--- src/rtl/jtgng_objline_draw.sv ---
// Sprite line-buffer reader: walks the 32 object slots on every HINIT, fetches two
// 8-pixel ROM words per visible object and writes its opaque pixels to the line buffer.
module jtgng_objline_draw #(
    parameter int unsigned ROM_AW  = 15,
    parameter logic [7:0]  HOFFSET = 8'd0,
    parameter logic [7:0]  EMPTY   = 8'hF8
)(
    input  logic              clk,
    input  logic              rst,
    input  logic              cen,
    input  logic              HINIT,
    input  logic [7:0]        VF,
    input  logic              flip,
    input  logic [7:0]        objbuf_data,
    output logic [4:0]        objcnt,
    output logic [3:0]        pxlcnt,
    output logic [ROM_AW-1:0] rom_addr,
    output logic              rom_cs,
    input  logic              rom_ok,
    input  logic [31:0]       rom_data,
    output logic [8:0]        buf_addr,
    output logic [7:0]        buf_data,
    output logic              buf_we,
    output logic              done
);

    typedef enum logic [2:0] {
        IDLE,
        RDY,
        RDREST,
        FETCH,
        DRAW,
        NEXT
    } state_t;

    state_t      state, state_nxt;
    logic [1:0]  step;          // read sub-step inside RDY / RDREST
    logic [2:0]  pix;           // pixel index inside the current half
    logic        half;          // screen-order half being fetched/drawn
    logic [7:0]  code_lo;
    logic [1:0]  code_hi;
    logic [1:0]  pal;
    logic        vflip, hflip, xmsb;
    logic [7:0]  xpos;
    logic [3:0]  row;
    logic [31:0] pix_data;

    logic [7:0]        row_full;
    logic              y_skip;
    logic              vf, hf;
    logic [3:0]        row_eff;
    logic [8:0]        x9, base_x;
    logic [ROM_AW-1:0] fetch_addr;
    logic [2:0]        nib_sel;
    logic [3:0]        nib;
    logic              rom_hit;

    always_comb begin
        row_full   = VF - objbuf_data;
        y_skip     = (objbuf_data == EMPTY) || (row_full[7:4] != 4'd0);
        vf         = vflip ^ flip;
        hf         = hflip ^ flip;
        row_eff    = vf ? ~row : row;
        x9         = {xmsb, xpos};
        base_x     = (flip ? (9'd240 - x9) : x9) + {1'b0, HOFFSET};
        fetch_addr = ROM_AW'({code_hi, code_lo, row_eff, half ^ hf});
        // Horizontal flip mirrors both the half order and the nibble order.
        nib_sel    = hf ? ~pix : pix;
        nib        = 4'(pix_data >> {nib_sel, 2'b00});
        rom_hit    = rom_cs && rom_ok;
    end

    always_comb begin
        // NOTE: next state defaults to the current one before the case, so no latch is inferred.
        state_nxt = state;
        case (state)
            IDLE:    state_nxt = IDLE;
            RDY:     if (step == 2'd1) state_nxt = y_skip ? NEXT : RDREST;
            RDREST:  if (step == 2'd3) state_nxt = FETCH;
            FETCH:   if (rom_hit) state_nxt = DRAW;
            DRAW:    if (pix == 3'd7) state_nxt = half ? NEXT : FETCH;
            NEXT:    state_nxt = (objcnt == 5'd31) ? IDLE : RDY;
            default: state_nxt = IDLE;
        endcase
        if (HINIT) state_nxt = RDY;
    end

    always_ff @(posedge clk or posedge rst) begin
        if (rst)      state <= IDLE;
        else if (cen) state <= state_nxt;
    end

    // NOTE: all state uses non-blocking assignments so every register samples pre-edge values.
    always_ff @(posedge clk or posedge rst) begin
        if (rst) begin
            objcnt   <= 5'd0;
            pxlcnt   <= 4'd0;
            rom_addr <= '0;
            rom_cs   <= 1'b0;
            buf_addr <= 9'd0;
            buf_data <= 8'd0;
            buf_we   <= 1'b0;
            done     <= 1'b1;
            step     <= 2'd0;
            pix      <= 3'd0;
            half     <= 1'b0;
            code_lo  <= 8'd0;
            code_hi  <= 2'd0;
            pal      <= 2'd0;
            vflip    <= 1'b0;
            hflip    <= 1'b0;
            xmsb     <= 1'b0;
            xpos     <= 8'd0;
            row      <= 4'd0;
            pix_data <= 32'd0;
        end else if (cen) begin
            buf_we <= 1'b0;
            if (HINIT) begin
                objcnt <= 5'd0;
                pxlcnt <= 4'd2;
                step   <= 2'd0;
                rom_cs <= 1'b0;
                done   <= 1'b0;
            end else begin
                case (state)
                    RDY: begin
                        // Y byte arrives on the second cycle after pxlcnt was set.
                        if (step == 2'd1) begin
                            row    <= row_full[3:0];
                            pxlcnt <= 4'd0;
                            step   <= 2'd0;
                        end else begin
                            step <= step + 2'd1;
                        end
                    end
                    RDREST: begin
                        step <= step + 2'd1;
                        case (step)
                            2'd0: pxlcnt <= 4'd1;
                            2'd1: begin
                                code_lo <= objbuf_data;
                                pxlcnt  <= 4'd3;
                            end
                            2'd2: begin
                                code_hi <= objbuf_data[7:6];
                                pal     <= objbuf_data[5:4];
                                vflip   <= objbuf_data[3];
                                hflip   <= objbuf_data[2];
                                xmsb    <= objbuf_data[0];
                            end
                            default: begin
                                xpos <= objbuf_data;
                                half <= 1'b0;
                            end
                        endcase
                    end
                    FETCH: begin
                        // rom_cs must already be high, so a stale rom_ok cannot be taken.
                        if (rom_hit) begin
                            pix_data <= rom_data;
                            rom_cs   <= 1'b0;
                            pix      <= 3'd0;
                        end else begin
                            rom_cs   <= 1'b1;
                            rom_addr <= fetch_addr;
                        end
                    end
                    DRAW: begin
                        buf_addr <= base_x + {5'd0, half, pix};
                        buf_data <= {2'b00, pal, nib};
                        buf_we   <= (nib != 4'hF);
                        pix      <= pix + 3'd1;
                        if (pix == 3'd7) half <= ~half;
                    end
                    NEXT: begin
                        if (objcnt == 5'd31) begin
                            done <= 1'b1;
                        end else begin
                            objcnt <= objcnt + 5'd1;
                            pxlcnt <= 4'd2;
                            step   <= 2'd0;
                        end
                    end
                    default: ;
                endcase
            end
        end
    end

endmodule

--- config.mk ---
export PLATFORM = sky130hd
export DESIGN_NAME = jtgng_objline_draw
export DESIGN_NICKNAME = d
export VERILOG_FILES = /design/src/rtl/jtgng_objline_draw.sv
export SDC_FILE = /design/constraint.sdc
export NUM_CORES = 1
export LEC_CHECK = 0
export ABC_AREA = 1
export ABC_CLOCK_PERIOD_IN_PS = 4550
export BUFFER_PORTS_ARGS = -buffer_cell sky130_fd_sc_hd__clkbuf_2
export CAP_MARGIN = 20
export CORE_MARGIN = 2
export CORE_UTILIZATION = 46
export DETAILED_ROUTE_END_ITERATION = 8
export GPL_TIMING_DRIVEN = 0
export PLACE_DENSITY_LB_ADDON = 0.25
export SYNTH_ARGS = -nofsm -noshare
export SYNTH_HDL_FRONTEND = slang
export SYNTH_SLANG_ARGS = --single-unit
export TNS_END_PERCENT = 50
--- constraint.sdc ---
create_clock -name clk -period 4.55 [get_ports clk]
set_input_delay 0.91 -clock clk [delete_from_list [all_inputs] [get_ports clk]]
set_output_delay 0.91 -clock clk [all_outputs]
set_load 0.005 [all_outputs]
### Word level (Yosys, flattened, before mapping)

Cells that the tools add are included.

* bits of input ports: 54
* bits in registers: 110
* logic and storage cells: 122
* output and inout bits: 44

* shift-type cells: 1
* equality and inequality tests: 22
* bitwise logic cells: 9
* $add $sub $neg: 6
* reductions and logical operators: 26
* mux-type cells: 37

Operators with widths (number)
* >> shifter 32 x 5 -> 4 bit: 1
* AND reduction 4 bit: 7
* 2-to-1 mux 3 bit: 9
* 2-to-1 mux 4 bit: 4
* 2-to-1 mux 5 bit: 3
* inequality test 3 bit (second input constant): 5
* one-hot mux 3 bit (5 select lines): 1
* AND reduction 5 bit: 3
* one-hot mux 4 bit (3 select lines): 1
* AND reduction 3 bit: 4
* 2-to-1 mux 1 bit: 11
* nonzero test 2 bit: 5
* adder 9 x 4 -> 9 bit: 1
* == test 3 bit (second input constant): 3
* 2-to-1 mux 9 bit: 1
* subtractor 8 x 9 -> 9 bit (first input constant): 1
* == test 8 bit (second input constant): 1
* inequality test 2 bit (second input constant): 4
* one-hot mux 4 bit (2 select lines): 1
* nonzero test 4 bit: 2
* subtractor 8 bit: 1
* == test 3 x 2 -> 1 bit (second input constant): 2
* 2-to-1 mux 2 bit: 3
* one-hot mux 2 bit (3 select lines): 1
* 20 further kinds: 26

### Logic depth before layout (Yosys ltp)

* word-level depth: 7
* depth in mapped cells: 16
* mapped depth without buffers: 16

### Least setup slack after synthesis

OpenSTA, ideal clock, no wires.

* path type: input port to flip-flop
* start: in flip
* end: reg buf_addr[8]
* stages: 10
* data arrival time: 2220 ps
* data required time: 4433 ps
* path buffers: 1
* path slack: 2212 ps
* library setup time: 117 ps
* path through: buf_6 > o21ai_0 > fa_1 > nand3_1 > nand3_1 > nand2_1 > a21oi_1 > nand4_1 > nand3_1 > nand2_1

* cells in the longest elaborated chain, start to end: 2

RTL lines
* start, declared: line 13 `input logic flip,`
* 2-to-1 mux 9 bit: line 65 `base_x = (flip ? (9'd240 - x9) : x9) + {1'b0, HOFFSET};`
* adder 9 x 4 -> 9 bit: line 169 `buf_addr <= base_x + {5'd0, half, pix};`
* end signal, assigned: line 169
* end, declared: line 21 `output logic [8:0] buf_addr,`

Every way passes these cells.
A chain may end at the register's enable or synchronous reset.

### Final worst setup path

* start: in flip
* end: reg buf_addr[6]

Same word-level chain as after synthesis.

==> qor.csv <==
stage,metric,value,unit
sta,final setup fails,0,
route,met1 wire length,6.41,mm
die,IO Pins,98,
clock_network,Worst-path clk slew,0.07,ns
critical_path,CP Data Arrival Time,2.58,ns
grt,antenna violations before repair,0,
final_layout,"most common cell after layout, fill and taps aside",nand2_1,
sta,Tcrit/Tclk final,51.9,%
final_layout,"commonest non-fill, non-tap cells in the layout","nand2_1, dfrtp_1, clkbuf_2",
critical_path,Reg-to-Reg Start,xpos[0],
route,DR top layer,met4,
final_layout,fin util,55.7,%
sta,Final Max Slew Viols,0,
sta,Final Skew,0.00670,ns
die,die outline area,13400,µm²
sta,final hold violations,0,
run_status,outcome,completed,
route,drt first pass iters,7,
place,dpl cell area,6460,µm²
sta,Max Freq,0.423,GHz
critical_path,reg-to-reg endpoint,buf_addr[6],
pwr,pwr dens,431,nW/µm²
critical_path,FF-to-FF setup slack,2.40,ns
logic_synthesis,ys async rst share,100,%
route,DRT iter0 DRCs,323,
route,routed len/inst,13.5,µm
route,Detail Route Antenna Nets,0,
pwr,P_leak,3.61,nW
logic_synthesis,Synth warnings,0,
die,Starting Density,47.4,%
pwr,Max rail drop VDD,0.259,mV
route,via count,4963,
sta,RSZ-0062 raised after global routing,false,
final_layout,# diodes,0,
logic_synthesis,Syn Area/Cell,8.03,µm²
critical_path,crit-path most repeated cell,nand3_1,
critical_path,CP max stage cell,o21ai_0,
critical_path,Setup crit start kind,input pin,
critical_path,Reg2Reg Depth,11,
critical_path,Critical Path End Type,flop,
logic_synthesis,"EDFF count, synth",0,
die,chip width,116,µm
final_layout,area grow syn2layout,17.3,%
grt,GR Overflow Total,0,
place,Placer Congestion,0.874,
final_layout,Nets,899,
grt,vias in the first global route,4725,
logic_synthesis,"Top FF cell, synth",dfrtp_1,
route,vias per inst,4.98,
place,PortBufs,92,
route,total wire length,13.4,mm
critical_path,critical path cell sequence,clkbuf_2 -> buf_6 -> o21ai_0 -> fa_1 -> nand3_1 -> nand3_1 -> nand2_1 -> a21oi_1 -> xor2_1 -> o21ai_1,
job,max-cap violations,0,
clock_network,clk_lat worst skew,0.35,ns
place,DPL Wire Length,10.3,mm
logic_synthesis,post-synthesis instance area,5750,µm²
clock_network,CTS resizes,0,
route,detailed-route DRC error count,0,
final_layout,design area,6740,µm²
die,core area,12100,µm²
clock_network,postcts setup bufs,0,
clock_network,Hold Buf Count CTS,0,
clock_network,H-tree Lvls,3,
clock_network,CTS root buf,clkbuf_16,
critical_path,crit-path max FO,10,
grt,GR Util All Layers,20.9,%
critical_path,Crit path required time,4.77,ns
grt,largest net degree at the start of global routing,64,
logic_synthesis,"flops & latches, synth",108,
clock_network,Sinks on Clock Net,108,
logic_synthesis,Post-Synthesis Cells,716,
critical_path,CP Launch Point,flip,
route,met2 WL,6.19,mm
die,Die Y,116,µm
clock_network,CTS max path bufs,2,
critical_path,crit path to,buf_addr[6],
route,met3 WL,572,µm
die,cell row count,40,
sta,Worst Tran Pin Value,0.591,ns
logic_synthesis,Synth cell types,43,
sta,min cycle time layout,2.36,ns
clock_network,CTS tree,built,
critical_path,largest stage delay on the critical path,0.34,ns
final_layout,ratio of cells with drive above 1 in the final layout,19.4,%
logic_synthesis,sequential cell area fraction in the yosys report,47.0,%
sta,Slew HR,60.6,%
clock_network,CTS Buf Count,9,
pwr,Overall Power,0.00290,W
critical_path,Setup CP Type,input pin to flop,
min_path,Hold WC Path Type,flop to flop,
grt,global-route wire length before repair,22.2,mm
[cell usage after synthesis (2+ instances only)]
library cell	instances	area, µm²
a21oi_1	47	235
a32o_1	2	20.0
buf_2	9	45.0
buf_4	4	30.0
buf_6	2	22.5
clkbuf_1	7	26.3
dfrtp_1	107	2680
fa_1	2	40.0
ha_1	20	250
inv_1	79	297
inv_2	12	45.0
mux2_2	4	45.0
nand2_1	193	724
nand2_2	3	18.8
nand2_4	5	56.3
nand3_1	54	270
nand3_2	2	20.0
nand3_4	2	35.0
nand3b_1	3	22.5
nand4_1	5	31.3
nor2_1	63	236
nor2_2	4	25.0
nor3_1	2	10.0
o21ai_0	41	205
o21ai_1	13	65.1
xnor2_1	5	43.8
xor2_1	10	87.6
[report_power, final]
part / switching (W) / leakage (nW) / internal [W] / total, W
logic: 0.000560 / 2.20 / 0.000362 / 0.000922
clock network: 0.000347 / 0.136 / 0.000402 / 0.000749
registers: 0.000124 / 1.28 / 0.00111 / 0.00123
[cell families after synthesis]
kind of cell / Yosys count / synth area share [%]
compound gates: 112 / 10.4
xor+xnor: 16 / 2.57
fa+ha+maj: 22 / 5.05
buf+inv: 113 / 8.10
flops: 108 / 47.0
mux: 4 / 0.784
other cells: 1 / 0.0653
simple gates: 340 / 26.0
[registers in the layout (all words and copies together) (netlist names), 2 cells and up]
signal / count
buf_addr: 9
buf_data: 6
code_hi: 2
code_lo: 8
objcnt: 5
pal: 2
pix: 3
pix_data: 32
pxlcnt: 2
rom_addr: 15
row: 4
state: 3
step: 2
xpos: 8
[metal layers]
metal,track usage [%],vias up
li1,-,2497
met1,28.9,2310
met2,33.3,131
met3,3.66,25
met4,7.62,0
met5,0,-
[worst max-delay path, delay by kind of cell]
family,cells,cell delay (ns)
and+or+nand+nor,3,0.25
buffers and inverters,2,0.29
adders and majority gates,1,0.29
AOI/OAI and AO/OA,3,0.66
xor gates and xnor gates,1,0.19
[area by class of cell]
cell class | instances | area [µm²]
Fill cell | 1169 | 5370
Sequential cell | 108 | 2700
Multi-Input combinational cell | 498 | 2590
Timing Repair Buffer | 93 | 488
Inverter | 91 | 344
Clock buffer | 13 | 260
Tap cell | 168 | 210
Buffer | 22 | 124
Clock inverter | 3 | 21.3
[worst min-delay path by stage]
stage,start,to,depth (start not counted)
floorplan,pal[0],buf_data[4],2
global placement,rom_addr[14],rom_addr[14],2
detailed placement,buf_data[4],buf_data[4],2
CTS,buf_data[4],buf_data[4],2
global route,buf_addr[1],buf_addr[1],2
finish,buf_data[4],buf_data[4],2
[stage by stage]
step / cells / hold WS (ns) / setup WS, ns / setup TNS [ns]
3_5_place_dp: 980 / 0.459 / 1.81 / 0
4_1_cts: 996 / 0.475 / 2.18 / 0
2_1_floorplan: 719 / 0.449 / 0.796 / 0
3_3_place_gp: 979 / 0.457 / -0.435 / -45.72
5_1_grt: 996 / 0.488 / 2.00 / 0
6_report: 996 / 0.470 / 2.19 / 0
(Power assumes the default switching activity.)
